--- config.mk ---
export PLATFORM = sky130hd
export DESIGN_NAME = uart_fifo_transceiver
export DESIGN_NICKNAME = d
export VERILOG_FILES = /design/src/rtl/uart_fifo_transceiver.sv
export SDC_FILE = /design/constraint.sdc
export NUM_CORES = 1
export LEC_CHECK = 0
export CORE_MARGIN = 3
export CORE_UTILIZATION = 25
export CTS_BUF_LIST = sky130_fd_sc_hd__clkbuf_16
export CTS_CLUSTER_SIZE = 10
export DETAILED_ROUTE_END_ITERATION = 16
export HOLD_SLACK_MARGIN = 0.06
export SETUP_SLACK_MARGIN = 0.02
export SLEW_MARGIN = 10
export SYNTH_ARGS = -nofsm -noshare
export SYNTH_HDL_FRONTEND = slang
export SYNTH_SLANG_ARGS = --single-unit
--- constraint.sdc ---
create_clock -name clk -period 4.6 [get_ports clk]
set_clock_uncertainty 0.2 [all_clocks]
set_input_delay 0.46 -clock clk [delete_from_list [all_inputs] [get_ports clk]]
set_output_delay 0.46 -clock clk [all_outputs]
set_load 0.05 [all_outputs]
--- src/rtl/uart_fifo_transceiver.sv ---
// uart_fifo_transceiver
//   Full-duplex UART transceiver with an RX FIFO and a TX FIFO. Everything
//   runs on clk; bit timing comes from a free-running tick divider that
//   produces SAMPLE_RATIO ticks per bit. Errors are reported as sticky flags.
//
//   Optional feature macro: SERIAL_ECHO_EN
//     When defined, every byte pushed into the RX FIFO is also pushed into
//     the TX FIFO (bit-inverted when its MSB is set). The echo push has
//     priority over the user push. When the TX FIFO is full the echo is
//     dropped and overrun is raised. When undefined, RX and TX are
//     independent. The port list is the same in both builds.
//
// Ports
//   clk, rst              system clock, asynchronous active-high reset
//   din / dout            serial RX input (async) / serial TX output, idle high
//   tx_data/valid/ready   TX FIFO push handshake
//   rx_data/valid/ready   RX FIFO head (first-word-fall-through) and pop
//   tx_busy               TX shifter is inside a frame
//   rx_count, tx_count    FIFO occupancies, 0..FIFO_DEPTH
//   frame_err             sticky: stop bit sampled low
//   parity_err            sticky: parity mismatch
//   overrun               sticky: good byte lost because a FIFO was full
//   err_clr               clears the sticky flags; a same-cycle set wins

// Circular-buffer FIFO with first-word-fall-through read data.
module uart_fifo_transceiver_fifo #(
  parameter int WIDTH = 8,
  parameter int DEPTH = 16,
  parameter int CNT_W = 5
) (
  input  logic             clk,
  input  logic             rst,
  input  logic             push,
  input  logic [WIDTH-1:0] wdata,
  input  logic             pop,
  output logic [WIDTH-1:0] rdata,
  output logic [CNT_W-1:0] count,
  output logic             full,
  output logic             empty
);
  localparam int PTR_W = $clog2(DEPTH);
  localparam logic [CNT_W-1:0] FULL_CNT = CNT_W'(DEPTH);

  logic [WIDTH-1:0] mem [DEPTH];
  logic [PTR_W-1:0] wr_ptr;
  logic [PTR_W-1:0] rd_ptr;
  logic             do_push;
  logic             do_pop;

  assign full    = (count == FULL_CNT);
  assign empty   = (count == '0);
  // A push into a full FIFO is refused even when a pop happens the same cycle.
  assign do_push = push && !full;
  assign do_pop  = pop && !empty;
  assign rdata   = mem[rd_ptr];

  always_ff @(posedge clk or posedge rst) begin
    if (rst) begin
      wr_ptr <= '0;
      rd_ptr <= '0;
      count  <= '0;
    end else begin
      if (do_push) wr_ptr <= wr_ptr + 1'b1;
      if (do_pop)  rd_ptr <= rd_ptr + 1'b1;
      case ({do_push, do_pop})
        2'b10:   count <= count + 1'b1;
        2'b01:   count <= count - 1'b1;
        default: count <= count;
      endcase
    end
  end

  always_ff @(posedge clk) begin
    if (do_push) mem[wr_ptr] <= wdata;
  end
endmodule

module uart_fifo_transceiver #(
  parameter int CLK_FREQUENCY = 100_000_000,
  parameter int BAUD_RATE     = 9600,
  parameter int SAMPLE_RATIO  = 16,
  parameter int DATA_BITS     = 8,
  parameter int PARITY_MODE   = 0,
  parameter int STOP_BITS     = 1,
  parameter int FIFO_DEPTH    = 16,
  localparam int CNT_W        = $clog2(FIFO_DEPTH) + 1
) (
  input  logic                 clk,
  input  logic                 rst,
  input  logic                 din,
  output logic                 dout,
  input  logic [DATA_BITS-1:0] tx_data,
  input  logic                 tx_valid,
  output logic                 tx_ready,
  output logic [DATA_BITS-1:0] rx_data,
  output logic                 rx_valid,
  input  logic                 rx_ready,
  output logic                 tx_busy,
  output logic [CNT_W-1:0]     rx_count,
  output logic [CNT_W-1:0]     tx_count,
  output logic                 frame_err,
  output logic                 parity_err,
  output logic                 overrun,
  input  logic                 err_clr
);
  localparam int TICK_RATIO = CLK_FREQUENCY / BAUD_RATE / SAMPLE_RATIO;
  localparam int TICK_W     = (TICK_RATIO > 1) ? $clog2(TICK_RATIO) : 1;
  localparam int SW         = $clog2(SAMPLE_RATIO);
  localparam logic [TICK_W-1:0] TICK_MAX  = TICK_W'(TICK_RATIO - 1);
  localparam logic [SW-1:0]     BIT_MAX   = SW'(SAMPLE_RATIO - 1);
  localparam logic [SW-1:0]     HALF_MAX  = SW'(SAMPLE_RATIO / 2 - 1);
  localparam logic [3:0]        LAST_DATA = 4'(DATA_BITS - 1);
  localparam logic [3:0]        LAST_STOP = 4'(STOP_BITS - 1);

  typedef enum logic [2:0] {RX_IDLE, RX_START, RX_DATA, RX_PARITY, RX_STOP} rx_state_t;
  typedef enum logic [2:0] {TX_IDLE, TX_START, TX_DATA, TX_PARITY, TX_STOP} tx_state_t;

  // ---------------- tick divider ----------------
  logic [TICK_W-1:0] tick_cnt;
  logic              tick;

  assign tick = (tick_cnt == TICK_MAX);

  always_ff @(posedge clk or posedge rst) begin
    if (rst)       tick_cnt <= '0;
    else if (tick) tick_cnt <= '0;
    else           tick_cnt <= tick_cnt + 1'b1;
  end

  // ---------------- receiver ----------------
  logic                 rx_meta, rx_sync, rx_prev;
  rx_state_t            rx_state, rx_next;
  logic [SW-1:0]        rx_tcnt;
  logic [3:0]           rx_bcnt;
  logic [DATA_BITS-1:0] rx_shift;
  logic                 rx_par;
  logic                 rx_sample;
  logic                 rx_done, rx_par_bad, rx_good, rx_push;
  logic                 rx_full, rx_empty, rx_pop;

  // Synchroniser and edge-history are preset high so reset never looks like a start edge.
  always_ff @(posedge clk or posedge rst) begin
    if (rst) begin
      rx_meta <= 1'b1;
      rx_sync <= 1'b1;
      rx_prev <= 1'b1;
    end else begin
      rx_meta <= din;
      rx_sync <= rx_meta;
      rx_prev <= rx_sync;
    end
  end

  // START waits half a bit to land on the start-bit midpoint; later bits wait a full bit.
  assign rx_sample = tick && (rx_tcnt == ((rx_state == RX_START) ? HALF_MAX : BIT_MAX));

  always_ff @(posedge clk or posedge rst) begin
    if (rst) rx_state <= RX_IDLE;
    else     rx_state <= rx_next;
  end

  always_comb begin
    rx_next = rx_state;
    case (rx_state)
      RX_IDLE:   if (rx_prev && !rx_sync) rx_next = RX_START;
      RX_START:  if (rx_sample) rx_next = rx_sync ? RX_IDLE : RX_DATA;
      RX_DATA:   if (rx_sample && (rx_bcnt == LAST_DATA))
                   rx_next = (PARITY_MODE != 0) ? RX_PARITY : RX_STOP;
      RX_PARITY: if (rx_sample) rx_next = RX_STOP;
      RX_STOP:   if (rx_sample) rx_next = RX_IDLE;
      default:   rx_next = RX_IDLE;
    endcase
  end

  always_ff @(posedge clk or posedge rst) begin
    if (rst) begin
      rx_tcnt  <= '0;
      rx_bcnt  <= '0;
      rx_shift <= '0;
      rx_par   <= 1'b0;
    end else begin
      if (rx_state == RX_IDLE) begin
        rx_tcnt <= '0;
        rx_bcnt <= '0;
      end else if (tick) begin
        rx_tcnt <= rx_sample ? '0 : rx_tcnt + 1'b1;
      end
      if (rx_state == RX_DATA && rx_sample) begin
        rx_shift <= {rx_sync, rx_shift[DATA_BITS-1:1]};
        rx_bcnt  <= rx_bcnt + 1'b1;
      end
      if (rx_state == RX_PARITY && rx_sample) rx_par <= rx_sync;
    end
  end

  // Outcome at the stop-bit midpoint: frame error beats parity error beats overrun.
  assign rx_done    = (rx_state == RX_STOP) && rx_sample;
  assign rx_par_bad = (PARITY_MODE != 0) &&
                      (rx_par != ((PARITY_MODE == 1) ? ~(^rx_shift) : (^rx_shift)));
  assign rx_good    = rx_done && rx_sync && !rx_par_bad;
  assign rx_push    = rx_good && !rx_full;
  assign rx_pop     = rx_ready && !rx_empty;
  assign rx_valid   = !rx_empty;

  uart_fifo_transceiver_fifo #(.WIDTH(DATA_BITS), .DEPTH(FIFO_DEPTH), .CNT_W(CNT_W)) u_rx_fifo (
    .clk   (clk),
    .rst   (rst),
    .push  (rx_push),
    .wdata (rx_shift),
    .pop   (rx_pop),
    .rdata (rx_data),
    .count (rx_count),
    .full  (rx_full),
    .empty (rx_empty)
  );

  // ---------------- TX FIFO input (user push or echo) ----------------
  logic                 tx_push, tx_full, tx_empty, tx_pop, echo_drop;
  logic [DATA_BITS-1:0] tx_wdata, tx_head;

`ifdef SERIAL_ECHO_EN
  logic                 echo_push;
  logic [DATA_BITS-1:0] echo_data;

  assign echo_push = rx_push;
  assign echo_data = rx_shift[DATA_BITS-1] ? ~rx_shift : rx_shift;
  assign tx_ready  = !tx_full && !echo_push;
  assign tx_push   = echo_push || (tx_valid && tx_ready);
  assign tx_wdata  = echo_push ? echo_data : tx_data;
  assign echo_drop = echo_push && tx_full;
`else
  assign tx_ready  = !tx_full;
  assign tx_push   = tx_valid && tx_ready;
  assign tx_wdata  = tx_data;
  assign echo_drop = 1'b0;
`endif

  uart_fifo_transceiver_fifo #(.WIDTH(DATA_BITS), .DEPTH(FIFO_DEPTH), .CNT_W(CNT_W)) u_tx_fifo (
    .clk   (clk),
    .rst   (rst),
    .push  (tx_push),
    .wdata (tx_wdata),
    .pop   (tx_pop),
    .rdata (tx_head),
    .count (tx_count),
    .full  (tx_full),
    .empty (tx_empty)
  );

  // ---------------- transmitter ----------------
  tx_state_t            tx_state, tx_next;
  logic [SW-1:0]        tx_tcnt;
  logic [3:0]           tx_bcnt;
  logic [DATA_BITS-1:0] tx_shift;
  logic                 tx_par;
  logic                 tx_bit_end;

  assign tx_bit_end = tick && (tx_tcnt == BIT_MAX);

  always_ff @(posedge clk or posedge rst) begin
    if (rst) tx_state <= TX_IDLE;
    else     tx_state <= tx_next;
  end

  // The last stop bit chains straight into the next START so queued bytes leave without a gap.
  always_comb begin
    tx_next = tx_state;
    tx_pop  = 1'b0;
    case (tx_state)
      TX_IDLE: if (!tx_empty) begin
        tx_next = TX_START;
        tx_pop  = 1'b1;
      end
      TX_START:  if (tx_bit_end) tx_next = TX_DATA;
      TX_DATA:   if (tx_bit_end && (tx_bcnt == LAST_DATA))
                   tx_next = (PARITY_MODE != 0) ? TX_PARITY : TX_STOP;
      TX_PARITY: if (tx_bit_end) tx_next = TX_STOP;
      TX_STOP:   if (tx_bit_end && (tx_bcnt == LAST_STOP)) begin
        if (!tx_empty) begin
          tx_next = TX_START;
          tx_pop  = 1'b1;
        end else begin
          tx_next = TX_IDLE;
        end
      end
      default:   tx_next = TX_IDLE;
    endcase
  end

  // dout and tx_busy are registered from the same state so they always move together.
  always_ff @(posedge clk or posedge rst) begin
    if (rst) begin
      tx_tcnt  <= '0;
      tx_bcnt  <= '0;
      tx_shift <= '0;
      tx_par   <= 1'b0;
      dout     <= 1'b1;
      tx_busy  <= 1'b0;
    end else begin
      if (tx_pop) begin
        tx_shift <= tx_head;
        tx_par   <= (PARITY_MODE == 1) ? ~(^tx_head) : (^tx_head);
        tx_tcnt  <= '0;
        tx_bcnt  <= '0;
      end else if (tx_state == TX_IDLE) begin
        tx_tcnt <= '0;
        tx_bcnt <= '0;
      end else begin
        if (tick) tx_tcnt <= tx_bit_end ? '0 : tx_tcnt + 1'b1;
        if (tx_bit_end) begin
          case (tx_state)
            TX_DATA: begin
              tx_shift <= {1'b0, tx_shift[DATA_BITS-1:1]};
              tx_bcnt  <= (tx_bcnt == LAST_DATA) ? '0 : tx_bcnt + 1'b1;
            end
            TX_STOP: tx_bcnt <= tx_bcnt + 1'b1;
            default: tx_bcnt <= tx_bcnt;
          endcase
        end
      end
      case (tx_state)
        TX_START:  dout <= 1'b0;
        TX_DATA:   dout <= tx_shift[0];
        TX_PARITY: dout <= tx_par;
        default:   dout <= 1'b1;
      endcase
      tx_busy <= (tx_state != TX_IDLE);
    end
  end

  // ---------------- sticky error flags ----------------
  always_ff @(posedge clk or posedge rst) begin
    if (rst) begin
      frame_err  <= 1'b0;
      parity_err <= 1'b0;
      overrun    <= 1'b0;
    end else begin
      frame_err  <= (rx_done && !rx_sync) || (frame_err && !err_clr);
      parity_err <= (rx_done && rx_sync && rx_par_bad) || (parity_err && !err_clr);
      overrun    <= (rx_good && rx_full) || echo_drop || (overrun && !err_clr);
    end
  end
endmodule

==> reports/metrics.yaml, run 1 <==
yosysTopAreaCellShare_pct: 54.8
dr.first_iter.drc_count: 373
post-route-min-period_ns: 3.77
critical-path-max-stage-delay_ns: 0.42
synth_cells: 840
die-height_microns: 243
area_growth_pct: 17.0
drive_gt1_share_pct: 18.1
post-cts-setup-buffers: 0
synth_edf_count: 256
core_sq_um: 55300
cts_root_buffer: "clkbuf_16"
cts_buffers: 40
via_count: 7136
rows: 86
hold_class: "reg -> reg"
syn_area_sq_um: 14000
synth_commonest_cells: "edfxtp_1, dfrtp_1, nand2_1, mux4_2, nor2_1"
crit_chain: "nor3b_1 > nand4_1 > nor3_1 > nand4_1 > a21oi_2 > inv_1 > ha_1 > inv_1 > fa_1 > inv_1 > a21o_1 > a21oi_1 > xnor2_1 > nor2_1 > xnor2_1"
portBuffers: 38
gr-usage-met3_pct: 1.91
irDropWorstVdd_mv: 0.325
fin_area_sq_um: 16400
cts_sinks: 339
cts.repair.resized: 0
hold_viol: 0
synth.net_count: 879
finalPower_w: 0.00912
placed_cells: 1600
cts_buffer_depth: 3
startpoint_type: "register"
worst_path_max_delay_cell: "dfrtp_1"
max_slew.worst_pin.slew_ns: 1.02
routed_wl_mm: 26.0
max-slew-margin-rel_pct: 32.0
cts_tree: "yes"
critPathMaxFanout: 12
setup_tns_ns: 0
dieArea_sq_um: 59000
drcViolationCount: 0
fmax_mhz: 265
post_layout_nonfiller_instances: 1673
endpoint_kind: "register"
yosysWarnings: 0
grt_pass1_wl_mm: 42.4
status: "complete, no violations"
clk_pin_slew_worst_paths_ns: 0.05
dpl-instance-area_sq_um: 15300
routedWlPerCell_microns: 15.6
grtUsageMet1_pct: 11.7
fin_crit_sh_pct: 81.9
drv_slew: 0
yosysTopAreaCell: "edfxtp_1"
hold_ws_ns: 0.158
dp_hpwl_mm: 16.7
antennaDiodeCount: 0
ys_async_sr_fraction_pct: 24.5
grt_overflow: 0
rsz0062_at_grt: "false"
power.density_nw_per_um2: 556
initial_core_util_pct: 25.4
cpMostUsedCell: "inv_1"
avgSynthCellArea_sq_um: 16.7
io_pins: 39
grt_util_met2_pct: 14.7
ys.flop_type: "edfxtp_1"
required_ns: 4.80
via_per_inst: 4.27
leakage_nw: 5.37
place.gp.congestion: 0.738
antenna_found_initial: 0
grt_busiest_layer: "met2"
cp.arrival_ns: 3.97
fp.dieW_microns: 243
critPathKind: "reg -> reg"
synthDistinctLibCells: 55
grt_start_max_net_pins: 54
track_usage_pct: 8.86
drtAntennaViolNets: 0
synth_seq_cells: 339
synth.most_common_cell: "edfxtp_1"
setup_viol: 0
ys_top_cells_by_area: "edfxtp_1, dfrtp_1, mux4_2"
cts_hold_buf: 0
cap_violations: 0
grt_pass1_vias: 7532
nNetsFinal: 933
ctsHtreeMaxLevel: 2
first_pass_iters: 4
clock_latency_ns: 0.52
yosysSeqAreaShare_pct: 69.7
-- final timing paths --
check                      slack, ns  cells past startpoint                  end        start
setup / recovery                0.83                     15   u_rx_fifo.count[4]  tick_cnt[2]
hold / removal                  0.16                      0              rx_sync      rx_meta
setup reg to reg                0.83                     15   u_rx_fifo.count[4]  tick_cnt[2]
hold reg to reg                 0.16                      0              rx_sync      rx_meta
max in group asynchronous       2.99                      3  u_tx_fifo.rd_ptr[2]          rst
min in group asynchronous       0.25                      2            frame_err          rst
-- registers in the layout (all words and copies together), names as in the netlist, 5 cells and up --
register         flops
rx_shift             8
tx_shift             8
u_tx_fifo.mem      128
tick_cnt            10
u_rx_fifo.count      5
u_tx_fifo.count      5
u_rx_fifo.mem      128
-- per-stage QoR --
stage	setup slack (ns)	util, %
5_1_grt	0.360	29.7
6_report	0.832	29.7
3_5_place_dp	0.874	27.6
3_3_place_gp	0.932	27.6
4_1_cts	0.823	29.7
2_1_floorplan	0.798	-
-- metal layers --
metal | wire [microns] | vias to the layer above
met5 | 0 | -
met4 | 641 | 0
met3 | 1020 | 53
met2 | 12500 | 128
met1 | 11800 | 3635
li1 | - | 3320
-- layout by cell type (no fill, tap or decap), types with 14 or more instances in the layout --
cell type        synthesis  routed
inv_1                   21      49
buf_4                    2      15
a22oi_1                 17      17
nor2_1                  57      57
ha_1                    24      24
clkdlybuf4s50_1          0      38
edfxtp_1               256     256
mux2_2                  17      17
clkbuf_16                0      40
mux4_2                  72      72
xor2_1                  14      14
a21oi_1                 22      22
nor3_1                  16      16
dfrtp_1                 79      76
nand2_1                 75      75
xnor2_1                 27      27
o21ai_0                 14      14
-- worst max-delay path: cells and delay by family (launching register included) --
kind            cells  cell delay [ns]
compound gates      3             0.71
buf+inv             3             0.26
xor+xnor            2             0.27
simple gates        5             1.35
flops               1             0.42
fa+ha+maj           2             0.45
-- where the power goes --
part / switching [W] / internal (W)
Combinational: 0.00127 / 0.00115
Clock: 0.00117 / 0.00157
Sequential: 0.000381 / 0.00358
Total: 0.00282 / 0.00630
-- cells by family (layout without fill, tap and decap cells) --
kind of cell    Yosys count  count (layout)  synth area share (%)
simple gates            205             205                  6.98
mux                      92              92                  13.2
flops                   339             339                  69.7
xor+xnor                 41              41                  2.56
compound gates           76              76                  3.42
fa+ha+maj                25              25                  2.28
buf+inv                  62             147                  1.95
-- final cells by class --
type                            instances  area (sq um)
Multi-Input combinational cell        439          3980
Inverter                               21          80.1
Timing Repair Buffer                   53           493
Sequential cell                       339          9770
Clock buffer                           40          1000
Clock inverter                         33           146
Fill cell                            5526         38900
Tap cell                              748           936
(Power assumes the default switching activity.)
==> inputs of run 2 (changes only) <==
==> constraint.sdc (replaced) <==
create_clock -name clk -period 3.4 [get_ports clk]
set_clock_uncertainty 0.2 [all_clocks]
set_input_delay 0.34 -clock clk [delete_from_list [all_inputs] [get_ports clk]]
set_output_delay 0.34 -clock clk [all_outputs]
set_load 0.05 [all_outputs]
==> reports/metrics.yaml, run 2 (synthesis results as in run 1) <==
cts_buffer_depth: 3  # unchanged
grt_pass1_vias: 7526  # -0.080%
intPower_w: 0.00865  # +37%
final_cell_mix: "edfxtp_1, dfrtp_1, nand2_1"
fp.dieW_microns: 243  # unchanged
grt_pass1_wl_mm: 42.2  # -0.34%
endpoint_kind: "register"
io_pins: 39  # unchanged
drtAntennaViolNets: 0  # unchanged
routedWlPerCell_microns: 15.4  # -1.1%
fmax_mhz: 321  # +21%
cts_tree: "yes"
reg2reg_slack_ns: 0.28  # -0.55 ns
initial_core_util_pct: 25.4  # unchanged
dieArea_sq_um: 59000  # unchanged
required_ns: 3.61  # -1.19 ns
fin_crit_sh_pct: 91.6  # +9.7 points
antennaDiodeCount: 0  # unchanged
post_layout_nonfiller_instances: 1700  # +1.6%
reg2reg_from: "tick_cnt[8]"
first_pass_iters: 4  # unchanged
rsz0062_at_grt: "false"
pwr-share-seq_pct: 42.3  # -1.2 points
pwr-share-clk_pct: 30.0  # about the same
nNetsFinal: 967  # +3.6%
ff2ff_path_depth: 15  # unchanged
dp_hpwl_mm: 17.3  # +3.6%
max-slew-margin-rel_pct: 36.9  # +4.9 points
net-switching-power_w: 0.00385  # +37%
cts_buffers: 40  # unchanged
largest_registers: "u_rx_fifo.mem (128), u_tx_fifo.mem (128), tick_cnt (10)"
critPathMaxFanout: 4  # -8
finalPower_w: 0.0125  # +37%
cts_sinks: 339  # unchanged
startpoint_type: "register"
portBuffers: 38  # unchanged
grt_overflow: 0  # unchanged
fin_area_sq_um: 16700  # +1.9%
cts_root_buffer: "clkbuf_16"
setup_viol: 0  # unchanged
combPwrFrac_pct: 27.7  # +1.2 points
max_slew.worst_pin.slew_ns: 0.946  # -0.0713 ns
hold_viol: 0  # unchanged
post-route-min-period_ns: 3.12  # -0.652 ns
cap_violations: 0  # unchanged
via_count: 7200  # +0.90%
hold_class: "in -> async"
area_growth_pct: 19.3
r2r-end: "u_rx_fifo.count[4]"
drive_gt1_share_pct: 22.9  # +4.8 points
status: "complete, no violations"
track_usage_pct: 8.85  # -0.016 points
drcViolationCount: 0  # unchanged
via_per_inst: 4.24  # -0.71%
power.density_nw_per_um2: 747  # +34%
leakage_nw: 5.53  # +3.0%
dpl-instance-area_sq_um: 15500  # +1.8%
cp.arrival_ns: 3.32  # -0.65 ns
grt_start_max_net_pins: 52  # -3.7%
sw_frac_of_total_pct: 30.8  # -0.067 points
setup_tns_ns: 0  # unchanged
dr.first_iter.drc_count: 403  # +8.0%
placed_cells: 1632  # +2.0%
rows: 86  # unchanged
die-height_microns: 243  # unchanged
critPathKind: "reg -> reg"
final_common_cell: "edfxtp_1"
clock_latency_ns: 0.53  # about the same
routed_wl_mm: 26.2  # +0.53%
place.gp.congestion: 0.755  # +2.3%
ctsHtreeMaxLevel: 2  # unchanged
clk_pin_slew_worst_paths_ns: 0.06  # about the same
irDropWorstVdd_mv: 0.368  # +13%
drv_slew: 0  # unchanged
antenna_found_initial: 0  # unchanged
core_sq_um: 55300  # unchanged
run 2: changes by cell type in the layout (fill, tap and decap cells not counted), sizes merged:
cell	before	now
dlygate4sd3	0	1
clkinvlp	1	0
buf	15	56
inv	50	40
clkinv	3	6
clkbuf	40	41
clkdlybuf4s50	38	30
run 2: final cells by class:
class	count	area [sq um]
inverter	21	80.1
tap	748	936
clock buffer	41	1030
clock inverter	25	135
multi-input combinational	439	4020
timing repair buffer	87	756
sequential	339	9780
fill	5476	38600
run 2: repair_timing:
action / in CTS / in global routing
buffers inserted: 0 / 1
gates resized for setup: 0 / 4
setup endpoints to repair: 0 / 2
hold endpoints to repair: 1 / 0
hold buffers: 1 / 0
run 2: layer usage:
metal  up-vias  GRT usage (%)  routed length, microns
met5         -              0                       0
met4         0           2.11                     393
met3        38           1.89                    1040
met2       109           15.5                   13100
met1      3676           11.2                   11600
li1       3377              -                       -
run 2: worst max path at each step:
stage	from	end	slack, ns	depth (start not counted)
2_1_floorplan	u_tx_fifo.count[0]	u_tx_fifo.count[4]	0.03	14
3_3_place_gp	tick_cnt[2]	u_rx_fifo.count[4]	0.25	15
3_5_place_dp	tick_cnt[2]	u_rx_fifo.count[4]	0.21	15
4_1_cts	tick_cnt[2]	u_rx_fifo.count[4]	0.18	15
5_1_grt	tick_cnt[8]	u_rx_fifo.count[4]	0.03	15
6_report	tick_cnt[8]	u_rx_fifo.count[4]	0.28	15
run 2: through the flow:
stage,hold slack [ns],setup WS [ns],utilization (%)
3_3_place_gp,0.157,0.254,28.1
4_1_cts,0.146,0.177,30.2
2_1_floorplan,0.144,0.0255,-
5_1_grt,0.169,0.0266,30.2
6_report,0.114,0.284,30.2
3_5_place_dp,0.158,0.212,28.1
run 2: critical path, stage by stage (launching register included):
cell and delay, ns:
dfrtp_2 0.44, nor4b_4 0.31, nand4_1 0.19, nor3_2 0.21, nand4_1 0.14, a21oi_2 0.15
inv_1 0.05, ha_1 0.23, inv_1 0.12, fa_1 0.22, inv_1 0.05, a21o_1 0.17
a21oi_1 0.16, xnor2_1 0.14, nor2_1 0.07, xnor2_1 0.13
run 2: power by group through the flow:
stage               Clock (W)  Sequential (W)  Combinational [W]
CTS                   0.00388         0.00529            0.00353
global placement            0         0.00536            0.00348
detailed placement          0         0.00537            0.00351
finish                0.00375         0.00528            0.00346
global route          0.00405         0.00535            0.00379
floorplan                   0         0.00534            0.00262
